[src/rtl/sub16bit_serial_if.sv]
`default_nettype none
// ============================================================================
// Module      : sub16bit_serial_if
// Description : Handshake and operand/result bundle for the bit-serial
//               subtractor. The master issues start/A/B/Bin and collects
//               busy/done/Y/Bout/Ov; the slave is the subtractor itself.
//   start  : request, honoured only while busy is low
//   A, B   : minuend and subtrahend (LENGTH bits)
//   Bin    : borrow-in
//   busy   : operation in progress
//   done   : one-cycle pulse, results valid
//   Y      : difference modulo 2^LENGTH
//   Bout   : unsigned borrow-out
//   Ov     : signed overflow
// Revision    : 1.0 - initial release
// ============================================================================
interface sub16bit_serial_if #(
    parameter int LENGTH = 16
);
    logic              start;
    logic [LENGTH-1:0] A;
    logic [LENGTH-1:0] B;
    logic              Bin;
    logic              busy;
    logic              done;
    logic [LENGTH-1:0] Y;
    logic              Bout;
    logic              Ov;

    modport master (
        output start, A, B, Bin,
        input  busy, done, Y, Bout, Ov
    );

    modport slave (
        input  start, A, B, Bin,
        output busy, done, Y, Bout, Ov
    );
endinterface
`default_nettype wire

[src/rtl/sub16bit_serial.sv]
`default_nettype none
// ============================================================================
// Module      : sub16bit_serial
// Description : Bit-serial subtractor computing Y = A - B - Bin, LSB first,
//               one bit per clock through a single full-subtractor cell.
//               A start/busy/done handshake frames each operation; results
//               hold until the next completion or reset.
// Ports       :
//   clk    : rising-edge clock
//   rst_n  : synchronous active-low reset
//   bus    : slave side of sub16bit_serial_if (start, A, B, Bin in;
//            busy, done, Y, Bout, Ov out)
// Revision    : 1.0 - initial release
// ============================================================================
module sub16bit_serial #(
    parameter int LENGTH = 16
) (
    input  wire logic          clk,
    input  wire logic          rst_n,
    sub16bit_serial_if.slave   bus
);

    localparam int CNT_W = (LENGTH > 2) ? $clog2(LENGTH) : 1;
    localparam logic [CNT_W-1:0] C_LAST_BIT = CNT_W'(LENGTH - 1);

    typedef enum logic [0:0] {
        S_IDLE = 1'b0,
        S_RUN  = 1'b1
    } state_t;

    state_t            state_q, state_d;
    logic [CNT_W-1:0]  cnt_q,   cnt_d;
    logic [LENGTH-1:0] a_q,     a_d;
    logic [LENGTH-1:0] b_q,     b_d;
    logic              br_q,    br_d;
    // Holds the LENGTH-1 difference bits already produced; the final bit
    // is merged in combinationally on the completing edge.
    logic [LENGTH-2:0] res_q,   res_d;
    logic [LENGTH-1:0] y_q,     y_d;
    logic              bout_q,  bout_d;
    logic              ov_q,    ov_d;
    logic              done_q,  done_d;

    // Full-subtractor cell on the current LSBs of the operand shifters.
    logic              w_diff;
    logic              w_borrow;
    logic [LENGTH-1:0] w_cat;

    assign w_diff   = a_q[0] ^ b_q[0] ^ br_q;
    assign w_borrow = (~a_q[0] & b_q[0]) | (~(a_q[0] ^ b_q[0]) & br_q);
    assign w_cat    = {w_diff, res_q};

    always_comb begin
        state_d = state_q;
        cnt_d   = cnt_q;
        a_d     = a_q;
        b_d     = b_q;
        br_d    = br_q;
        res_d   = res_q;
        y_d     = y_q;
        bout_d  = bout_q;
        ov_d    = ov_q;
        done_d  = 1'b0;

        case (state_q)
            S_IDLE: begin
                if (bus.start) begin
                    a_d     = bus.A;
                    b_d     = bus.B;
                    br_d    = bus.Bin;
                    cnt_d   = '0;
                    state_d = S_RUN;
                end
            end
            S_RUN: begin
                a_d   = a_q >> 1;
                b_d   = b_q >> 1;
                br_d  = w_borrow;
                res_d = w_cat[LENGTH-1:1];
                cnt_d = cnt_q + 1'b1;
                if (cnt_q == C_LAST_BIT) begin
                    // a_q[0]/b_q[0] now hold the operand sign bits and
                    // w_diff is the result sign bit.
                    y_d     = w_cat;
                    bout_d  = w_borrow;
                    ov_d    = (a_q[0] ^ b_q[0]) & (w_diff ^ a_q[0]);
                    done_d  = 1'b1;
                    cnt_d   = '0;
                    state_d = S_IDLE;
                end
            end
            default: begin
                state_d = S_IDLE;
            end
        endcase
    end

    always_ff @(posedge clk) begin
        if (!rst_n) begin
            state_q <= S_IDLE;
            cnt_q   <= '0;
            a_q     <= '0;
            b_q     <= '0;
            br_q    <= 1'b0;
            res_q   <= '0;
            y_q     <= '0;
            bout_q  <= 1'b0;
            ov_q    <= 1'b0;
            done_q  <= 1'b0;
        end else begin
            state_q <= state_d;
            cnt_q   <= cnt_d;
            a_q     <= a_d;
            b_q     <= b_d;
            br_q    <= br_d;
            res_q   <= res_d;
            y_q     <= y_d;
            bout_q  <= bout_d;
            ov_q    <= ov_d;
            done_q  <= done_d;
        end
    end

    assign bus.busy = (state_q == S_RUN);
    assign bus.done = done_q;
    assign bus.Y    = y_q;
    assign bus.Bout = bout_q;
    assign bus.Ov   = ov_q;

endmodule
`default_nettype wire
[src/flat_wrapper.sv]
// flat-port wrapper written by rule: the top's interface ports become plain ports
module sub16bit_serial_flat 
#(
    parameter int LENGTH = 16
)
  (clk, rst_n, bus_start, bus_A, bus_B, bus_Bin, bus_busy, bus_done, bus_Y, bus_Bout, bus_Ov);
  sub16bit_serial_if #(.LENGTH(LENGTH)) bus_i ();
  input  wire logic clk;
  input  wire logic rst_n;
  input wire logic [$bits(bus_i.start)-1:0] bus_start;
  input wire logic [$bits(bus_i.A)-1:0] bus_A;
  input wire logic [$bits(bus_i.B)-1:0] bus_B;
  input wire logic [$bits(bus_i.Bin)-1:0] bus_Bin;
  output wire logic [$bits(bus_i.busy)-1:0] bus_busy;
  output wire logic [$bits(bus_i.done)-1:0] bus_done;
  output wire logic [$bits(bus_i.Y)-1:0] bus_Y;
  output wire logic [$bits(bus_i.Bout)-1:0] bus_Bout;
  output wire logic [$bits(bus_i.Ov)-1:0] bus_Ov;
  assign bus_i.start = bus_start;
  assign bus_i.A = bus_A;
  assign bus_i.B = bus_B;
  assign bus_i.Bin = bus_Bin;
  assign bus_busy = bus_i.busy;
  assign bus_done = bus_i.done;
  assign bus_Y = bus_i.Y;
  assign bus_Bout = bus_i.Bout;
  assign bus_Ov = bus_i.Ov;
  sub16bit_serial #(.LENGTH(LENGTH)) u_core (.clk(clk), .rst_n(rst_n), .bus(bus_i));
endmodule
[config.mk]
export PLATFORM = sky130hd
export DESIGN_NAME = sub16bit_serial_flat
export DESIGN_NICKNAME = d
export VERILOG_FILES = /design/src/rtl/sub16bit_serial_if.sv /design/src/rtl/sub16bit_serial.sv /design/src/flat_wrapper.sv
export SDC_FILE = /design/constraint.sdc
export NUM_CORES = 1
export LEC_CHECK = 0
export CAP_MARGIN = 20
export CORE_ASPECT_RATIO = 1.2
export CORE_MARGIN = 2
export CORE_UTILIZATION = 46
export DETAILED_ROUTE_END_ITERATION = 8
export PLACE_DENSITY = 0.87
export REMOVE_ABC_BUFFERS = 1
export SLEW_MARGIN = 20
export SYNTH_ARGS = -nofsm -noshare
export SYNTH_HDL_FRONTEND = slang
export SYNTH_SLANG_ARGS = --single-unit
[constraint.sdc]
create_clock -name clk -period 1.43 [get_ports clk]
set_input_delay 0.286 -clock clk [delete_from_list [all_inputs] [get_ports clk]]
set_output_delay 0.286 -clock clk [all_outputs]
set_load 0.005 [all_outputs]
* Yosys cells after proc, flatten, opt, wreduce, memory -nomap -nowiden *
Index checks and enable logic that the tools add are counted.
Widths: inputs -> output; s select.

storage, ports and cells
  flip-flop bits (word level) = 72
  input port bits = 36
  output and inout port bits = 20
  word-level logic and storage cells = 38

operators by class
  $add $sub $neg = 1
  equality and inequality tests = 2
  multiplexer cells = 13
  bitwise logic cells = 10
  reductions and logical operators = 2

operators by type and width
  kind                 count
  $pmux 16 s2          2
  $mux 16              2
  $mux 4               2
  $pmux 4 s2           1
  $add 4x1->4 const B  1
  $eq 4x4->1 const B   1
  $mux 1               4
  $pmux 1 s2           2
  $reduce_and 2->1     2
  $and 1x1->1          3
  $not 1->1            3
  $xor 1x1->1          3
  $ne 2x2->1 const B   1
  $or 1x1->1           1

* Longest topological paths before layout *
  depth after elaboration = 5
  depth in mapped cells = 6
  gate-level depth less buffers = 5

* Worst setup path before layout *
OpenSTA, ideal clock, no wires.

  kind = register -> register
  start point = register u_core.cnt_q[0]
  end point = register u_core.y_q[10], in the netlist u_core.bus.Y[10]
  setup time = 117 ps
  arrival time = 1,369 ps
  path slack = -56 ps
  stages on the path, launching flop included = 7
  period minus slack after synthesis = 1,486 ps
  cells stage by stage = dfxtp_1 > ha_1 > nand4_1 > and2_1 > buf_4 > buf_6 > a22o_1

on the way
  word-level cells in the longest chain between the ends = 2

RTL lines
  element                            RTL line                source
  from (decl)                        sub16bit_serial.sv:32   logic [CNT_W-1:0] cnt_q, cnt_d;
  from (signal assigned)             sub16bit_serial.sv:112  cnt_q <= cnt_d;
  $eq 4x4->1                         sub16bit_serial.sv:81   if (cnt_q == C_LAST_BIT) begin
  $reduce_and 2->1 (no source line)  -
  to (signal assigned)               sub16bit_serial.sv:117  y_q <= y_d;
  to (decl)                          sub16bit_serial.sv:39   logic [LENGTH-1:0] y_q, y_d;

No other way between the ends.
A chain may end at the register's enable or synchronous reset.

* Worst setup path after layout *
  start point = register u_core.br_q
  end point = register u_core.ov_q, in the netlist u_core.bus.Ov

on the way
  word-level cells in the longest chain between the ends = 3

RTL lines
  element                 RTL line                source
  from (decl)             sub16bit_serial.sv:35   logic br_q, br_d;
  from (signal assigned)  sub16bit_serial.sv:115  br_q <= br_d;
  $xor 1x1->1             sub16bit_serial.sv:49   assign w_diff = a_q[0] ^ b_q[0] ^ br_q;
  $xor 1x1->1             sub16bit_serial.sv:86   ov_d = (a_q[0] ^ b_q[0]) & (w_diff ^ a_q[0]);
  $and 1x1->1             sub16bit_serial.sv:86
  to (signal assigned)    sub16bit_serial.sv:119  ov_q <= ov_d;
  to (decl)               sub16bit_serial.sv:41   logic ov_q, ov_d;

No other way between the ends.

==> flow_metrics.env <==
export IMPL_fmax_mhz=721
export IMPL_p_per_area_mw_per_mm2=1110
export IMPL_synth_distinct_cells=29
export IMPL_fin_skew_ns=0.00628
export IMPL_leakagePower_nw=1.66
export IMPL_dp_cells=397
export IMPL_wl_per_cell_um=12.6
export IMPL_syn_avg_cell_area_um2=10.9
export IMPL_n_antenna_cell=0
export IMPL_die_h_um=91.0
export IMPL_finalCriticalPeriod_ns=1.39
export IMPL_grt_pass1_wl_um=8940
export IMPL_ioPinCount=56
export IMPL_status="complete, no violations"
export IMPL_rsz0062_at_grt="yes"
export IMPL_arrival_ns=1.62
export IMPL_cts_root_buf="clkbuf_8"
export IMPL_rows=31
export IMPL_core_mm2=0.00605
export IMPL_antenna_found_initial=0
export IMPL_post_route_period_util_pct=96.9
export IMPL_drt_vias_per_instance=5.03
export IMPL_drc_errors=0
export IMPL_grt_usage_pct=16.1
export IMPL_start_util_pct=47.9
export IMPL_via_count=2076
export IMPL_ant_nets=0
export IMPL_hpwlAfterDp_um=3580
export IMPL_postSynthCellCount=265
export IMPL_cp_required_ns=1.66
export IMPL_max_cap_violations=0
export IMPL_drtPass1Iterations=4
export IMPL_cts_tree="built"
export IMPL_hold_start="bus_start"
export IMPL_synth_seq_cells=72
export IMPL_cts_htree_levels=3
export IMPL_cp_start_kind="flop"
export IMPL_cpPeakStageDelay_ns=0.57
export IMPL_port_buffers=55
export IMPL_cts_buffer_depth=2
export IMPL_fin_setup_tns_ns=0
export IMPL_yosysTopAreaCellShare_pct=49.7
export IMPL_synth_top_area_cell="dfxtp_1"
export IMPL_grt_pass1_vias=2033
export IMPL_clk_pin_slew_worst_paths_ns=0.07
export IMPL_ys_warnings_count=0
export IMPL_nFillCells=520
export IMPL_routed_wl_um=5210
export IMPL_holdPathStages=3
export IMPL_synth_area_mm2=0.00290
export IMPL_cts_hold_buffers=0
export IMPL_dieWidth_um=76.5
export IMPL_max_slew_worst_pin_slew_ns=0.265
export IMPL_grt_ovfl_total=0
export IMPL_final_net_count=366
export IMPL_maxSlewHeadroom_pct=82.3
export IMPL_slew_viol_final=0
export IMPL_clock_sinks=72
export IMPL_final_cell_count_no_fill=413
export IMPL_drtIter0Drc=57
export IMPL_crit_slowest_cell="fa_1"
export IMPL_crit_chain="fa_1, xor2_1, nor2_1, a22o_1"
export IMPL_regArea_mm2=0.00146
export IMPL_synth_area_top_cells="dfxtp_1 50%, mux2i_1 16%, mux2_2 12%, nor2_1 6.6%, a22o_1 5.1%"
export IMPL_hp_class="input port to flop"
export IMPL_gp_congestion=0.732
export IMPL_multi_input_area_mm2=0.00136
export IMPL_r2r_cells=4
export IMPL_worstSetupPathType="flop to flop"
export IMPL_area_delta_synth_final_pct=32.0
export IMPL_die_area_mm2=0.00696
export IMPL_hold_violations=0
export IMPL_peakVddDrop_v=0.000686
export IMPL_final_common_cell="dfxtp_1"
export IMPL_ys_seq_area_share_pct=49.7
export IMPL_r2r_start="u_core.br_q"
export IMPL_final_layout_size_suffix_gt1_share_pct=23.0
export IMPL_hold_end="u_core.bus.busy"
export IMPL_fin_util_pct=63.2
export IMPL_cp_max_fo=2
export IMPL_worstSkewPairLatency_ns=0.33
export IMPL_final_cell_mix="61 x dfxtp_1, 51 x nor2_1, 47 x mux2i_1"
export IMPL_grt_max_degree=38
export IMPL_cts_buffers=9
export IMPL_reg2reg_to="u_core.bus.Ov"
export IMPL_reg2reg_slack_ns=0.04
export IMPL_endpoint_kind="flop"
export IMPL_setup_viol_count_final=0
registers in the layout, summed over array words and instances, names as in the netlist:
name             flops
u_core.cnt_q         4
u_core.res_q        15
u_core.bus.Ov        1
u_core.bus.Bout      1
u_core.br_q          1
u_core.bus.Y        16
u_core.bus.done      1
u_core.bus.busy      1
u_core.a_q          16
u_core.b_q          16
per-stage QoR:
stage,instance area [um^2],hold WS [ns],setup WS (ns),power [mW]
after global placement,3620,0.448,0.0273,2.64
after detailed placement,3620,0.460,-0.0127,2.65
after CTS,3810,0.434,0.0114,4.30
after floorplan,2810,0.396,-1.70,2.44
after global routing,3830,0.450,-0.0385,4.46
final,3830,0.443,0.0437,4.26
what timing repair did:
item / in CTS / in global routing
buffers inserted: 1 / 0
cloned: 0 / 0
resized for setup: 28 / 7
endpoints found under the setup margin: 30 / 18
power breakdown:
group	switching (mW)	internal (mW)	total, mW
logic	0.197	0.293	0.490
clock network	0.680	0.968	1.65
registers	0.0418	2.08	2.12
final cells by class:
cell class                      count  area share [%]
Clock buffer                       11            3.43
Clock inverter                      4            1.83
Inverter                            4           0.392
Multi-Input combinational cell    171            35.6
Sequential cell                    72            38.1
Tap cell                           82            2.68
Timing Repair Buffer               69            18.0
critical path, delay by kind of cell (launching register included):
| kind | cells | cell delay [ns] |
|---|---|---|
| DFF | 1 | 0.33 |
| and+or+nand+nor | 1 | 0.05 |
| AOI/OAI and AO/OA | 1 | 0.18 |
| adders and majority gates | 1 | 0.57 |
| xor gates and xnor gates | 1 | 0.15 |
synthesized netlist by cell type:
master    number
nor3_1         1
and2_1         1
clkbuf_1       5
inv_2          1
mux2_2        31
nand2b_1       2
nor2_1        51
nand4_1        1
buf_1          1
nor3b_1        2
a211oi_1       1
xor2_1         2
fa_1           1
mux2i_1       47
a311oi_1       1
buf_4          1
nor2_2         1
nand4b_1       1
dfxtp_1       72
a22o_1        17
ha_1           2
a21o_1         1
o21ai_0        1
a21oi_1        5
o21a_1         1
buf_2         10
inv_1          3
buf_6          1
nand3b_1       1
cells by family after synthesis:
kind of cell | synth area share (%)
AO/OA/AOI/OAI | 7.25
XOR/XNOR | 0.604
adder cells (fa/ha/maj) | 1.55
buffers and inverters | 3.67
flip-flops | 49.7
multiplexers | 28.3
AND/OR/NAND/NOR | 8.93
worst max-delay path by stage:
stage | slack (ns) | start | depth (start not counted) | endpoint
after floorplan | -1.70 | u_core.bus.busy | 3 | u_core.bus.Ov
after global placement | 0.03 | rst_n | 4 | u_core.bus.Y[4]
after detailed placement | -0.01 | u_core.cnt_q[0] | 5 | u_core.bus.Y[1]
after CTS | 0.01 | u_core.cnt_q[1] | 5 | u_core.bus.Y[0]
after global routing | -0.04 | u_core.a_q[0] | 5 | u_core.bus.Ov
final | 0.04 | u_core.br_q | 4 | u_core.bus.Ov
metal layers:
metal / share of wire [%] / global-route usage [%] / vias up / wire [um]
li1: - / - / 1042 / -
met1: 46 / 17.9 / 969 / 2380
met2: 48 / 27.9 / 55 / 2510
met3: 4.0 / 3.58 / 10 / 206
met4: 2.2 / 9.55 / 0 / 114
met5: 0 / 0 / - / 0
(Power assumes the default switching activity.)
